`config.mk`:
```
export PLATFORM = sky130hd
export DESIGN_NAME = wide_arith_sequencer
export DESIGN_NICKNAME = d
export VERILOG_FILES = /design/src/rtl/wide_arith_sequencer.sv
export SDC_FILE = /design/constraint.sdc
export NUM_CORES = 1
export LEC_CHECK = 0
export CAP_MARGIN = 20
export CELL_PAD_IN_SITES_DETAIL_PLACEMENT = 0
export CELL_PAD_IN_SITES_GLOBAL_PLACEMENT = 2
export CORE_MARGIN = 2
export CORE_UTILIZATION = 33
export DETAILED_ROUTE_END_ITERATION = 8
export PLACE_DENSITY = 0.82
export RECOVER_POWER = 100
export SLEW_MARGIN = 0
export SYNTH_ARGS = -nofsm -noshare
export SYNTH_HDL_FRONTEND = slang
export SYNTH_SLANG_ARGS = --single-unit
```
`constraint.sdc`:
```
create_clock -name clk -period 4.6 [get_ports clk]
set_clock_uncertainty 0.05 [all_clocks]
set_input_delay 0.69 -clock clk [delete_from_list [all_inputs] [get_ports clk]]
set_output_delay 0.69 -clock clk [all_outputs]
set_load 0.03 [all_outputs]
```
`src/rtl/wide_arith_sequencer.sv`:
```
// Multi-precision ADD/SUB/INC/DEC front end: streams one N-bit slice per cycle,
// LS word first, through an external N-bit adder and chains the carry in a register.
module wide_arith_sequencer #(
  parameter int N     = 4,
  parameter int WORDS = 4
) (
  input  logic                 clk,
  input  logic                 reset,
  input  logic                 start,
  input  logic [1:0]           op,
  input  logic [N*WORDS-1:0]   a_in,
  input  logic [N*WORDS-1:0]   b_in,
  output logic                 busy,
  output logic                 done,
  output logic [N*WORDS-1:0]   result,
  output logic                 carry_out,
  output logic                 overflow,
  output logic                 zero,
  output logic [N-1:0]         alu_a,
  output logic [N-1:0]         alu_b,
  output logic                 alu_carry_in,
  output logic [1:0]           alu_select,
  input  logic [N-1:0]         alu_result,
  input  logic                 alu_carry_out
);

  localparam int IDX_W = (WORDS > 1) ? $clog2(WORDS) : 1;

  typedef enum logic [1:0] {
    S_IDLE = 2'd0,
    S_RUN  = 2'd1,
    S_DONE = 2'd2
  } state_t;

  typedef enum logic [1:0] {
    OP_ADD = 2'b00,
    OP_SUB = 2'b01,
    OP_INC = 2'b10,
    OP_DEC = 2'b11
  } op_t;

  state_t                    state_q, state_d;
  logic [WORDS-1:0][N-1:0]   a_q, a_d;
  logic [WORDS-1:0][N-1:0]   bm_q, bm_d;
  logic [WORDS-1:0][N-1:0]   result_q, result_d;
  logic [IDX_W-1:0]          idx_q, idx_d;
  logic                      carry_q, carry_d;
  logic                      carry_out_q, carry_out_d;
  logic                      overflow_q, overflow_d;
  logic                      zero_q, zero_d;

  // NOTE: every combinational output gets a default first so no path leaves it unassigned (no latches).
  always_comb begin
    state_d      = state_q;
    a_d          = a_q;
    bm_d         = bm_q;
    result_d     = result_q;
    idx_d        = idx_q;
    carry_d      = carry_q;
    carry_out_d  = carry_out_q;
    overflow_d   = overflow_q;
    zero_d       = zero_q;
    alu_a        = '0;
    alu_b        = '0;
    alu_carry_in = 1'b0;

    unique case (state_q)
      S_IDLE: begin
        if (start) begin
          state_d = S_RUN;
          a_d     = a_in;
          idx_d   = '0;
          // Subtraction and inc/dec are folded into the B operand and carry seed.
          unique case (op_t'(op))
            OP_ADD: begin bm_d = b_in;  carry_d = 1'b0; end
            OP_SUB: begin bm_d = ~b_in; carry_d = 1'b1; end
            OP_INC: begin bm_d = '0;    carry_d = 1'b1; end
            OP_DEC: begin bm_d = '1;    carry_d = 1'b0; end
          endcase
        end
      end

      S_RUN: begin
        alu_a           = a_q[idx_q];
        alu_b           = bm_q[idx_q];
        alu_carry_in    = carry_q;
        result_d[idx_q] = alu_result;
        carry_d         = alu_carry_out;
        if (idx_q == IDX_W'(WORDS - 1)) begin
          state_d     = S_DONE;
          idx_d       = '0;
          carry_out_d = alu_carry_out;
          overflow_d  = (a_q[WORDS-1][N-1] == bm_q[WORDS-1][N-1]) &&
                        (alu_result[N-1] != a_q[WORDS-1][N-1]);
          zero_d      = (result_d == '0);
        end else begin
          idx_d = idx_q + 1'b1;
        end
      end

      S_DONE:  state_d = S_IDLE;
      default: state_d = S_IDLE;
    endcase
  end

  // NOTE: sequential state uses non-blocking assignments so every register samples pre-edge values.
  always_ff @(posedge clk or posedge reset) begin
    if (reset) begin
      state_q     <= S_IDLE;
      a_q         <= '0;
      bm_q        <= '0;
      result_q    <= '0;
      idx_q       <= '0;
      carry_q     <= 1'b0;
      carry_out_q <= 1'b0;
      overflow_q  <= 1'b0;
      zero_q      <= 1'b0;
    end else begin
      state_q     <= state_d;
      a_q         <= a_d;
      bm_q        <= bm_d;
      result_q    <= result_d;
      idx_q       <= idx_d;
      carry_q     <= carry_d;
      carry_out_q <= carry_out_d;
      overflow_q  <= overflow_d;
      zero_q      <= zero_d;
    end
  end

  assign busy       = (state_q == S_RUN);
  assign done       = (state_q == S_DONE);
  assign result     = result_q;
  assign carry_out  = carry_out_q;
  assign overflow   = overflow_q;
  assign zero       = zero_q;
  assign alu_select = 2'b00;

endmodule
```
Yosys cells after proc, flatten, opt, wreduce, memory -nomap -nowiden
Cells that the tools add are included.
- add/sub/neg operators: 1
- order comparisons: 2
- reduce and logical (&&, ||, !) cells: 12
- bitwise gates (word level): 1
- equal/unequal tests: 10
- multiplexer cells: 20
- operators by type and width (kind ; number):
    case mux 16 bit (4 select lines) ; 1
    two-way mux 4 bit ; 5
    binary-select mux 4 bit (select 2 bit) ; 2
    bitwise mux 16 bit ; 1
    logical NOT 16 bit ; 1
    NOT 16 bit ; 1
    demux 4 bit (select 2 bit) ; 1
    == test 2 bit (second input constant) ; 4
    two-way mux 2 bit ; 4
    case mux 2 bit (2 select lines) ; 2
    AND reduction 2 bit ; 4
    == test 2 x 1 -> 1 bit (second input constant) ; 2
    logical NOT 2 bit ; 2
    case mux 1 bit (2 select lines) ; 2
    OR reduction 2 bit ; 2
    less-than comparator 2 x 3 -> 1 bit (second input constant) ; 1
    adder 2 x 1 -> 2 bit (second input constant) ; 1
    >= comparator 2 x 1 -> 1 bit (second input constant) ; 1
    logical AND 1 bit ; 2
    two-way mux 1 bit ; 2
    inequality test 2 x 1 -> 1 bit (second input constant) ; 1
    inequality test 2 bit (second input constant) ; 1
    nonzero test 2 bit ; 1
    == test 1 bit ; 1
    inequality test 1 bit ; 1
- output and inout port bits: 32
- register bits: 56

Depth between registers and ports, before layout
- word-level depth: 6
- gate-level depth with buffers: 7
- depth with buffers taken out: 6

Worst setup path after synthesis
Ideal clock, no wire load.
- kind: reg2out
- from: reg state_q[1]
- to: out alu_a[0]
- cell stages (with the launch flop): 5
- required time: 3.860 ns
- data arrival time: 1.490 ns
- path slack: 2.370 ns
- path through: dfrtp_1 -> nand2b_2 -> inv_2 -> clkbuf_1 -> and2_1
- longest elaborated chain between the ends: 2
- RTL lines (what ; RTL line ; text):
    from (decl) ; 42 ; state_t state_q, state_d;
    from (signal assigned) ; 119 ; state_q <= state_d;
    == test 2 x 1 -> 1 bit ; - ;
    via busy ; 13 ; output logic busy,
    two-way mux 4 bit ; 67 ; unique case (state_q)
    to (decl) ; 19 ; output logic [N-1:0] alu_a,
The timed path passes the listed nets, and every way through them passes these cells.

Worst setup path in the final report
- from: reg idx_q[0]
- to: out alu_a[3]
- longest elaborated chain between the ends: 3
- RTL lines (what ; RTL line ; text):
    from (decl) ; 46 ; logic [IDX_W-1:0] idx_q, idx_d;
    from (signal assigned) ; 123 ; idx_q <= idx_d;
    binary-select mux 4 bit (select 2 bit) ; 84 ; alu_a = a_q[idx_q];
    two-way mux 4 bit (implied by the code) ; 84 ;
    two-way mux 4 bit ; 67 ;
No other way between the ends. The select of a mux whose other input is x is not followed.

==> flow_summary.ini <==
[status]
status = finished, violations left
violated_checks = max-capacitance violations, max-slew violations

[power]
totalPowerFinal_uw = 2472
power.leakage_uw = 0.001716
vdd.ir_drop.worst_mv = 0.2329
power_frac_seq_pct = 37.2
sw_frac_of_total_pct = 41.24
pwr-share-comb_pct = 51.8
power.switching_uw = 1020
power_per_cell_area_nw_per_um2 = 653.2
p_int_uw = 1453
clockPowerShare_pct = 11.0

[synthesis]
synthMuxAreaShare_pct = 18.07
yosys.cell_types.count = 31
post_synth_xor_area_fraction_pct = 0
avgSynthCellArea_um2 = 10.17
netlist_area_um2 = 2929
synth_instances = 288
synthSimpleGateAreaFrac_pct = 14.31
synth_sequential_area_ratio_pct = 47.84
adder_cell_area_share_of_the_yosys_netlist_pct = 3.417
yosys_register_bits = 56
synth_top_family_by_area = multiplexers
synth-warning-count = 0
synth_compound_area_share_pct = 10.17

[grt]
aggregate_global_routing_overflow = 0
antenna_violations_before_repair = 0
grt_usage_pct = 14.53
grt_pass1_vias = 2253
grt_start_max_net_pins = 37
global_route_wire_length_before_repair_um = 11350

[detailed_routing]
via_count = 2164
detail_route.drc_violations = 0
violation_count_after_the_first_detailed_routing_iteration = 100
avgRoutedWirePerCell_um = 14.58
postRouteAntennaNets = 0
vias_per_cell = 4.704
routed_wl_um = 6709
first_pass_iters = 4

[placed_design]
place.port_buffers = 71
dp_hpwl_um = 4890
placedCellCount = 452
gp_congestion = 0.7447

[cells_and_area]
area.sequential_um2 = 1401
flow.area_growth_from_synthesis_pct = 29.22
fillers = 870
design.final.nets = 401
multi_input_gate_area_in_the_final_layout_um2 = 1348
final_cell_count_no_fill = 460
diodes = 0
drive_gt1_share_pct = 13.07

[timing]
rsz_0062_raised_after_global_routing = false
final.setup.tns_ns = 0
maxSlewHeadroom_pct = -22.89
finalWorstPathRequiredPeriod_ns = 3.324
max_freq_mhz = 300.8
finalHoldViolCount = 0
tightest_slew_ns = 1.843
finalSetupViolations = 0
report.final.slew_viol_count = 37
final_worst_path_cycle_share_pct = 72.27

[setup_path]
worst_setup_path_end_kind = output port
criticalPathCategory = reg2out
crit_path_max_fanout = 14
critPathRequiredTime_ns = 3.86
worst-endpoint-arrival_ns = 2.58
startpoint_type = register

[clocking]
cts_setup_buffers = 0
cts_inserted_buffers = 5
root_buffer_cell = sky130_fd_sc_hd__clkbuf_8
clockBufferDepth = 2
post_cts_hold_buffer_count = 0
cts.sink_count = 56
clk_transition_reported_paths_ns = 0.09
h_tree_lvl_count = 2
cts.repair.resized = 0
clock_tree_from_tritoncts = done
worst_skew_pair.late_latency_ns = 0.30

[floorplan]
placeableCoreArea_um2 = 8678
num_io_pins = 74
initial_core_utilization_pct = 33.75
row_count = 34
die_boundary_width_um = 98.21
die_height_um = 98.21
floorplan.die_area_um2 = 9645

[hold_path]
min_path_type = reg2reg

[flow_run]
maxCapViolCount = 1
## cell usage in the layout (no fill, tap or decap), types with 2 or more instances in the layout
| cell | n |
|---|---|
| sky130_fd_sc_hd__nor2_1 | 8 |
| sky130_fd_sc_hd__inv_1 | 24 |
| sky130_fd_sc_hd__mux2_2 | 29 |
| sky130_fd_sc_hd__conb_1 | 2 |
| sky130_fd_sc_hd__a21oi_1 | 19 |
| sky130_fd_sc_hd__and2_1 | 9 |
| sky130_fd_sc_hd__o31ai_1 | 2 |
| sky130_fd_sc_hd__mux4_2 | 8 |
| sky130_fd_sc_hd__clkdlybuf4s50_1 | 40 |
| sky130_fd_sc_hd__clkbuf_1 | 2 |
| sky130_fd_sc_hd__nand2_1 | 67 |
| sky130_fd_sc_hd__nor3_1 | 4 |
| sky130_fd_sc_hd__o21ai_0 | 3 |
| sky130_fd_sc_hd__ha_1 | 8 |
| sky130_fd_sc_hd__mux2_1 | 2 |
| sky130_fd_sc_hd__clkinv_2 | 2 |
| sky130_fd_sc_hd__nand3_1 | 2 |
| sky130_fd_sc_hd__clkbuf_8 | 6 |
| sky130_fd_sc_hd__nor4b_1 | 2 |
| sky130_fd_sc_hd__dfrtp_1 | 56 |
| sky130_fd_sc_hd__a211oi_1 | 16 |
| sky130_fd_sc_hd__dlygate4sd3_1 | 31 |
## flip-flops by register name, indices dropped and copies added (netlist names)
signal     count
zero           1
carry_q        1
idx_q          2
carry_out      1
overflow       1
a_q           16
result        16
bm_q          16
state_q        2
## power groups by stage
stage / logic [µW] / registers, µW / clock network, µW
floorplan: 794 / 1010 / 0
global placement: 1340 / 932 / 0
detailed placement: 1350 / 942 / 0
CTS: 1360 / 932 / 282
global route: 1390 / 963 / 303
finish: 1280 / 921 / 271
## synth_stat cells
master / n / area, µm²
sky130_fd_sc_hd__a2111oi_0: 1 / 8.760
sky130_fd_sc_hd__a211oi_1: 16 / 120.1
sky130_fd_sc_hd__a21oi_1: 19 / 95.09
sky130_fd_sc_hd__a22o_1: 1 / 8.760
sky130_fd_sc_hd__a22oi_1: 1 / 7.510
sky130_fd_sc_hd__and2_1: 10 / 62.56
sky130_fd_sc_hd__buf_2: 4 / 20.02
sky130_fd_sc_hd__buf_4: 4 / 30.03
sky130_fd_sc_hd__clkbuf_1: 10 / 37.54
sky130_fd_sc_hd__conb_1: 1 / 3.750
sky130_fd_sc_hd__dfrtp_1: 56 / 1401
sky130_fd_sc_hd__ha_1: 8 / 100.1
sky130_fd_sc_hd__inv_1: 23 / 86.33
sky130_fd_sc_hd__inv_2: 1 / 3.750
sky130_fd_sc_hd__mux2_1: 2 / 22.52
sky130_fd_sc_hd__mux2_2: 29 / 326.6
sky130_fd_sc_hd__mux4_2: 8 / 180.2
sky130_fd_sc_hd__nand2_1: 67 / 251.5
sky130_fd_sc_hd__nand2b_1: 1 / 6.260
sky130_fd_sc_hd__nand2b_2: 1 / 8.760
sky130_fd_sc_hd__nand3_1: 2 / 10.01
sky130_fd_sc_hd__nor2_1: 8 / 30.03
sky130_fd_sc_hd__nor2b_1: 1 / 6.260
sky130_fd_sc_hd__nor3_1: 4 / 20.02
sky130_fd_sc_hd__nor4b_1: 1 / 8.760
sky130_fd_sc_hd__nor4b_2: 1 / 15.01
sky130_fd_sc_hd__o2111ai_1: 1 / 8.760
sky130_fd_sc_hd__o21ai_0: 3 / 15.01
sky130_fd_sc_hd__o221ai_1: 1 / 8.760
sky130_fd_sc_hd__o31ai_1: 2 / 15.01
sky130_fd_sc_hd__o32a_1: 1 / 10.01
## critical path, stage by stage (launching register included)
cell and delay, ns:
sky130_fd_sc_hd__dfrtp_1 0.84, sky130_fd_sc_hd__mux4_2 0.58, sky130_fd_sc_hd__and2_1 0.18, sky130_fd_sc_hd__dlygate4sd3_1 0.69
## layer usage
metal	share of wire (%)	track usage (%)	up-vias	wire length, µm
met5	0	0	-	0
met1	47	20.37	1011	3165
li1	-	-	1105	-
met3	3.4	2.505	5	229
met2	48	23.55	43	3242
met4	1.1	3.793	0	73
## through the flow
stage	hold slack, ns	setup slack, ns	instance area [µm²]	utilization, %
2_1_floorplan	0.3903	2.370	2933	-
3_3_place_gp	0.4094	1.664	3706	42.70
3_5_place_dp	0.4134	1.688	3706	42.70
4_1_cts	0.4373	1.340	3799	43.77
5_1_grt	0.4665	0.8833	3785	43.61
6_report	0.4341	1.276	3785	43.61
## path summary, 6_finish.rpt
| path | startpoint | to | slack [ns] | cells past startpoint |
|---|---|---|---|---|
| worst max-delay path | idx_q[0] | alu_a[3] | 1.28 | 3 |
| worst min-delay path | a_q[3] | a_q[3] | 0.43 | 2 |
| worst max register to register | state_q[0] | bm_q[2] | 1.95 | 4 |
| max in group asynchronous | reset | bm_q[14] | 1.40 | 3 |
| worst min register to register | a_q[3] | a_q[3] | 0.43 | 2 |
| min in group asynchronous | reset | result[1] | 0.92 | 2 |
## area by class of cell
type	instances	share of cell area, %
clock buffers	6	2.182
clock inverters	2	0.2645
inverters	24	2.380
multi-input cells	191	35.60
flip-flops and latches	56	37.02
well taps	108	3.570
repair buffers	73	18.98
## kinds of logic after synthesis
group           Yosys count
fa+ha+maj                 8
other cells               1
simple gates             96
mux                      39
flops                    56
buf+inv                  42
compound gates           46
No activity file was read; power rests on OpenSTA's default activity.
